[config.mk]
export PLATFORM = sky130hd
export DESIGN_NAME = bcd_to_gray_enc
export DESIGN_NICKNAME = d
export VERILOG_FILES = /design/src/rtl/bcd_to_gray_enc.sv
export SDC_FILE = /design/constraint.sdc
export NUM_CORES = 1
export LEC_CHECK = 0
export BUFFER_PORTS_ARGS = -buffer_cell sky130_fd_sc_hd__buf_2
export CORE_AREA = 2 2 43 75
export CTS_BUF_LIST = sky130_fd_sc_hd__clkbuf_16
export CTS_CLUSTER_SIZE = 24
export DETAILED_ROUTE_END_ITERATION = 6
export DIE_AREA = 0 0 45 77
export HOLD_SLACK_MARGIN = 0.15
export PLACE_DENSITY = 0.46
export RECOVER_POWER = 25
export SYNTH_ARGS = -nofsm -noshare
export SYNTH_HDL_FRONTEND = slang
export SYNTH_SLANG_ARGS = --single-unit
[constraint.sdc]
create_clock -name clk -period 2.8 [get_ports clk]
set_input_delay 0.28 -clock clk [delete_from_list [all_inputs] [get_ports clk]]
set_output_delay 0.28 -clock clk [all_outputs]
set_load 0.02 [all_outputs]
[src/rtl/bcd_to_gray_enc.sv]
// bcd_to_gray_enc: two-digit BCD (0..15) to 4-bit plain binary or Gray encoder.
// Latency: 2 cycles (accept at edge N, out_valid visible from cycle N+2); 1 beat/cycle.
// Backpressure: valid/ready both sides; 2-beat capacity; output held stable while stalled.
//
// Ports:
//   clk, rst           single clock, synchronous active-high reset
//   in_valid/in_ready  input handshake; in[4] = tens digit, in[3:0] = units digit
//   tog                per-beat mode, captured with the beat (1 = Gray, 0 = binary)
//   out_valid/out_ready output handshake
//   out, out_err       encoded value, and flag for a malformed/out-of-range BCD beat
//   err_cnt            saturating count of accepted invalid beats
//
// Build option: define BCD_ERRCNT_EN to implement err_cnt; otherwise it reads 0.
module bcd_to_gray_enc (
  input  logic       clk,
  input  logic       rst,
  input  logic       in_valid,
  output logic       in_ready,
  input  logic [4:0] in,
  input  logic       tog,
  output logic       out_valid,
  input  logic       out_ready,
  output logic [3:0] out,
  output logic       out_err,
  output logic [7:0] err_cnt
);

  // Stage 1 registers
  logic       r_s1_v;
  logic [3:0] r_s1_bin;
  logic       r_s1_tog;
  logic       r_s1_err;

  // Stage 2 registers (drive the outputs directly)
  logic       r_s2_v;
  logic [3:0] r_s2_out;
  logic       r_s2_err;

  logic       w_in_xfer;
  logic       w_s2_load;
  logic       w_in_invalid;
  logic [3:0] w_in_bin;
  logic [3:0] w_s1_enc;

  // S1 frees up whenever it is empty or its beat moves to S2 this cycle.
  // Held low during reset so no beat is taken while the pipe is being flushed.
  assign in_ready  = !rst && (!r_s1_v || !r_s2_v || out_ready);
  assign w_in_xfer = in_valid && in_ready;
  assign w_s2_load = r_s1_v && (!r_s2_v || out_ready);

  // Units above 9, or tens=1 with units above 5 (value above 15), are not encodable.
  assign w_in_invalid = (in[3:0] > 4'd9) || (in[4] && (in[3:0] > 4'd5));

  // Valid inputs never exceed 15, so the 4-bit add cannot wrap for them;
  // invalid beats are forced to zero.
  always_comb begin
    w_in_bin = 4'd0;
    if (!w_in_invalid) begin
      w_in_bin = in[4] ? (in[3:0] + 4'd10) : in[3:0];
    end
  end

  // Encoding uses the mode captured with the beat, not the live tog pin.
  assign w_s1_enc = r_s1_tog ? (r_s1_bin ^ {1'b0, r_s1_bin[3:1]}) : r_s1_bin;

  always_ff @(posedge clk) begin
    if (rst) begin
      r_s1_v   <= 1'b0;
      r_s1_bin <= 4'd0;
      r_s1_tog <= 1'b0;
      r_s1_err <= 1'b0;
    end else if (w_in_xfer) begin
      r_s1_v   <= 1'b1;
      r_s1_bin <= w_in_bin;
      r_s1_tog <= tog;
      r_s1_err <= w_in_invalid;
    end else if (w_s2_load) begin
      r_s1_v   <= 1'b0;
    end
  end

  always_ff @(posedge clk) begin
    if (rst) begin
      r_s2_v   <= 1'b0;
      r_s2_out <= 4'd0;
      r_s2_err <= 1'b0;
    end else if (w_s2_load) begin
      r_s2_v   <= 1'b1;
      r_s2_out <= w_s1_enc;
      r_s2_err <= r_s1_err;
    end else if (r_s2_v && out_ready) begin
      r_s2_v   <= 1'b0;
    end
  end

  assign out_valid = r_s2_v;
  assign out       = r_s2_out;
  assign out_err   = r_s2_err;

`ifdef BCD_ERRCNT_EN
  logic [7:0] r_err_cnt;

  always_ff @(posedge clk) begin
    if (rst) begin
      r_err_cnt <= 8'd0;
    end else if (w_in_xfer && w_in_invalid && (r_err_cnt != 8'hFF)) begin
      r_err_cnt <= r_err_cnt + 8'd1;
    end
  end

  assign err_cnt = r_err_cnt;
`else
  assign err_cnt = 8'd0;
`endif

endmodule

## After elaboration in Yosys (flattened, before gate mapping)

Index checks and enable logic that the tools add are counted.

- Output and inout bits: 15
- Input bits: 10
- Register bits: 13
- Word-level logic and storage cells: 32

- Bitwise gates (word level): 1
- Mux-type cells: 7
- Order comparisons: 2
- Reductions and logical operators: 14
- $add $sub $neg: 1

Operators with widths:

| cell | number |
|---|---|
| 2-to-1 mux 4 bit | 3 |
| logical AND 1 bit | 5 |
| adder 4 bit, second input constant | 1 |
| greater-than comparator 4 x 3 -> 1 bit, second input constant | 1 |
| greater-than comparator 4 bit, second input constant | 1 |
| logical OR 1 bit | 4 |
| 2-to-1 mux 1 bit | 4 |
| nonzero test 2 bit | 2 |
| bitwise XOR 4 x 3 -> 4 bit | 1 |
| logical NOT 1 bit | 3 |

## Depth between registers and ports, before layout

- Depth in word-level cells: 6
- Mapped depth: 4
- Mapped depth without buffers: 4

## Least setup slack after synthesis

OpenSTA, ideal clock, no wires.

- Path kind: register to register
- From: register r_s2_v (netlist: out_valid)
- To: register r_s1_bin[1]
- Library setup time: 70 ps
- Cell stages (with the launch flop): 5
- Required time: 2730 ps
- Clock period less this slack: 1373 ps
- Path buffers: 1
- Setup slack: 1427 ps
- Arrival time: 1303 ps
- Cells stage by stage: dfxtp_1 > and3b_1 > buf_6 > or4_1 > a21oi_1

- Word-level cells in the longest chain between the ends: 5

Ends and longest elaborated chain:

| element | RTL line | text |
|---|---|---|
| from (decl) | 35 | `logic r_s2_v;` |
| from (signal assigned) | 84 | `r_s2_v <= 1'b0;` |
| from (signal assigned) | 88 | `r_s2_v <= 1'b1;` |
| from (signal assigned) | 92 | `r_s2_v <= 1'b0;` |
| logical NOT 1 bit | 47 | `assign in_ready = !rst && (!r_s1_v \|\| !r_s2_v \|\| out_ready);` |
| logical OR 1 bit (2 in a row) | 47 |  |
| logical AND 1 bit | 47 |  |
| logical AND 1 bit | 48 | `assign w_in_xfer = in_valid && in_ready;` |
| to (signal assigned) | 74 | `r_s1_bin <= w_in_bin;` |
| to (decl) | 30 | `logic [3:0] r_s1_bin;` |

No other way between the ends.
A chain may end at the register's enable or synchronous reset.

## Final worst setup path

- From: register r_s1_v
- To: output in_ready

- Word-level cells in the longest chain between the ends: 4

Ends and longest elaborated chain:

| element | RTL line | text |
|---|---|---|
| from (decl) | 29 | `logic r_s1_v;` |
| from (signal assigned) | 68 | `r_s1_v <= 1'b0;` |
| from (signal assigned) | 73 | `r_s1_v <= 1'b1;` |
| from (signal assigned) | 78 | `r_s1_v <= 1'b0;` |
| logical NOT 1 bit | 47 |  |
| logical OR 1 bit (2 in a row) | 47 |  |
| logical AND 1 bit | 47 |  |
| to (decl) | 18 | `output logic in_ready,` |

No other way between the ends.

==> parameters.txt <==
Parameter                              Value

Place
  Post-detail-place hpwl    around 1100 um
  Number of I/O port buffers    16
  Global placement routability congestion    approximately 0.72

Global route
  Number of antenna violations at the first check in global routing    0
  Pin count of the biggest net entering global routing    16
  Remaining Overflow, GRT    0
  Routing usage on met2    approximately 15%
  Global routing met1 resource utilization    between 10 and 15%
  Met3 usage    under 10%
  Global Route Usage Sum    approximately 9.3%
  Highest-utilization routing layer at the global route stage    met2
  Wire length of the first global-routing pass    approximately 2400 um
  Via count of the first global-routing pass    538

Final layout
  Synth-to-Final Area Change    19.03%
  Final core area utilization    between 20 and 30%
  Proportion of layout cells with a drive suffix above 1    between 10% and 20%
  Antenna cell count    0
  Net count of the finished layout    approximately 110

Die
  Initial cell density of the core    about 24%
  Site Rows    26
  Number of ports placed on the die boundary    25
  Vertical die dimension    between 70 and 80 um
  Floorplan core area    0.002863 mm2
  Die area    roughly 0.0035 mm2
  Overall die width    ~45 um

Setup path
  Cells traversed along the worst timing path    and3b_1 -> nor2_1 -> buf_2
  Worst EP required    ~2.5 ns
  Worst Setup Start Kind    register
  CP max stage cell    dfxtp_1
  Depth of the worst register-to-register path    3
  Number of logic stages on the critical path including buffering    3
  Highest cell delay on the worst timing path    about 0.50 ns
  CP max FO    11
  Buffers & Inverters on Critical Path    1
  Largest delay share family, worst path    flip-flops
  Start-to-end type of the worst setup path    register to output pin
  Data arrival at the endpoint of the critical path    around 1.3 ns
  Kind of end point of the critical path    output pin

Synth
  Sequential cell area fraction in the yosys report    between 30% and 40%
  Gate Count Post-Synth    79
  Per-instance average area after synthesis    just under 9 um2
  Number of distinct library cells after synthesis    29
  Yosys Warn Count    0
  Number of register bits inferred by synthesis    13
  Post-synth design cell area    696.9 um2

CTS
  Clk slew on worst S/H paths    about 0.040 ns
  Number of buffers on the longest clock path    2
  Total number of H-tree levels    1
  CTS Buf Count    3
  Clk_lat worst skew    around 0.23 ns
  Hold-fix buffers at CTS    0
  CTS sink cnt    13
  TritonCTS clock tree    built
  Number of post-CTS setup repair buffers    0
  Cell chosen for the clock root    clkbuf_16
  Resized cells post-CTS    0

Drt
  Iteration-0 DRC count of the detailed router    13
  Routed length per placed instance    11.48 um
  DR pass1 iterations    4
  Detailed-route DRC error count    0
  Antenna violation net count after detailed routing    0
  Via density per instance    between 4 and 5
  Final WL    between 1000 and 1500 um
  Total number of vias    roughly 560

Worst hold path
  Hold Crit Depth    2
  Worst hold path class    input port to register

Status
  Status    finished, final reports clean

Timing
  Number of pins exceeding their max-slew limit in the final report    0
  Final Hold Vio Count    0
  RSZ-0062 raised after global routing    false
  Minimum clock period    ~1.6 ns
  Max Fclk    between 600 and 700 MHz
  Post-Route Setup TNS    0 ns
  Final setup violation count    0
  Final clock period utilization by the worst path    between 50% and 60%
  Fin Clk Skew    0.001286 ns

Power and ir drop
  Leak Pwr    approximately 0.34 nW
  Power density over the cells    roughly 640 mW/mm2
  Highest ir drop seen on vdd    ~0.32 mV

Job
  Max-cap viol count    0
## worst paths after layout
| kind | from | end | slack, ns |
|---|---|---|---|
| worst min register to register | out_err$_SDFFE_PP0P_ | out_err$_SDFFE_PP0P_ | 0.48 |
| worst min-delay path | in[0] | r_s1_bin[0]$_SDFFE_PP0P_ | 0.27 |
| worst max-delay path | r_s1_v$_SDFFE_PP0P_ | in_ready | 1.24 |
| worst max register to register | r_s1_v$_SDFFE_PP0P_ | r_s1_tog$_SDFFE_PP0P_ | 1.35 |
## synth_stat cells
cell type | instances | area [um2]
clkbuf_1 | 3 | 11.26
a31o_1 | 3 | 26.28
and2b_1 | 1 | 7.510
o21ba_2 | 1 | 10.01
o21ai_0 | 3 | 15.01
dfxtp_1 | 13 | 260.3
a211oi_1 | 4 | 30.03
or4_1 | 1 | 7.510
nand3_1 | 2 | 10.01
nand3b_1 | 1 | 7.510
ha_1 | 1 | 12.51
xnor2_1 | 4 | 35.03
inv_1 | 4 | 15.01
a21o_1 | 1 | 7.510
or2b_1 | 1 | 7.510
mux2_2 | 1 | 11.26
xor2_1 | 1 | 8.760
buf_4 | 8 | 60.06
a311oi_1 | 3 | 26.28
nand2b_1 | 2 | 12.51
and3b_1 | 1 | 8.760
a21oi_1 | 8 | 40.04
buf_6 | 1 | 11.26
mux2_1 | 1 | 11.26
o21a_1 | 1 | 7.510
nor2_1 | 4 | 15.01
nor2b_1 | 1 | 6.260
conb_1 | 1 | 3.750
nand2_1 | 3 | 11.26
## per-layer routing
metal	wire length, um	share of wire (%)	vias to the layer above
met5	0	0	-
met4	14	1.0	0
met3	91	6.5	2
met2	758	54	17
met1	536	38	252
li1	-	-	288
## registers in the layout, indices dropped and copies added (netlist names)
| register | count |
|---|---|
| r_s1_bin | 4 |
| out | 4 |
| r_s1_v | 1 |
| out_valid | 1 |
| r_s1_err | 1 |
| out_err | 1 |
| r_s1_tog | 1 |
## layout make-up
class | instances | area (um2)
Fill cell | 315 | 2033
Sequential cell | 13 | 260.3
Clock buffer | 3 | 75.07
Tap cell | 28 | 35.03
Timing Repair Buffer | 16 | 75.07
Multi-Input combinational cell | 57 | 365.4
Clock inverter | 1 | 3.754
Inverter | 4 | 15.01
## power by group
part           total [mW]  internal, mW  switching [mW]
Clock               0.258         0.188          0.0705
Combinational      0.0661        0.0251          0.0410
Sequential          0.204         0.196         0.00814
Total               0.528         0.408           0.120
## per-stage QoR
step	setup WS [ns]	total power, mW	cells	cell area [um2]	hold WS (ns)
after floorplan	1.427	0.2608	86	723.2	0.4003
after global placement	1.315	0.2734	118	755.7	0.4778
after detailed placement	1.294	0.2748	118	755.7	0.4763
after CTS	1.228	0.5363	122	834.6	0.2685
after global routing	1.137	0.5569	122	829.5	0.2725
final	1.245	0.5282	122	829.5	0.2685
## cells by family after synthesis
logic type / count (synthesis) / synth area share (%)
buffers and inverters: 16 / 14.00
XOR/XNOR: 5 / 6.283
other: 1 / 0.5381
adder cells (fa/ha/maj): 1 / 1.795
AO/OA/AOI/OAI: 24 / 23.34
multiplexers: 2 / 3.231
AND/OR/NAND/NOR: 17 / 13.47
flip-flops: 13 / 37.34
## worst register-to-register path, delay by kind of cell (launching register included)
kind | cells | cell delay, ns
flops | 1 | 0.40
mux | 1 | 0.36
simple gates | 2 | 0.58
## placed cells by master (no fill, tap or decap)
cell / instances
o21ba_2: 1
ha_1: 1
nor2_1: 4
and2b_1: 1
or2b_1: 1
nand3_1: 2
nand2b_1: 2
nor2b_1: 1
nand3b_1: 1
clkbuf_16: 3
xor2_1: 1
conb_1: 8
xnor2_1: 4
o21a_1: 1
nand2_1: 3
or4_1: 1
clkbuf_1: 4
a21oi_1: 8
o21ai_0: 3
a21o_1: 1
a31o_1: 3
inv_1: 5
dfxtp_1: 13
mux2_2: 1
a211oi_1: 4
a311oi_1: 3
mux2_1: 1
and3b_1: 1
buf_2: 12
Note: power is estimated with default switching activity, not from simulation.
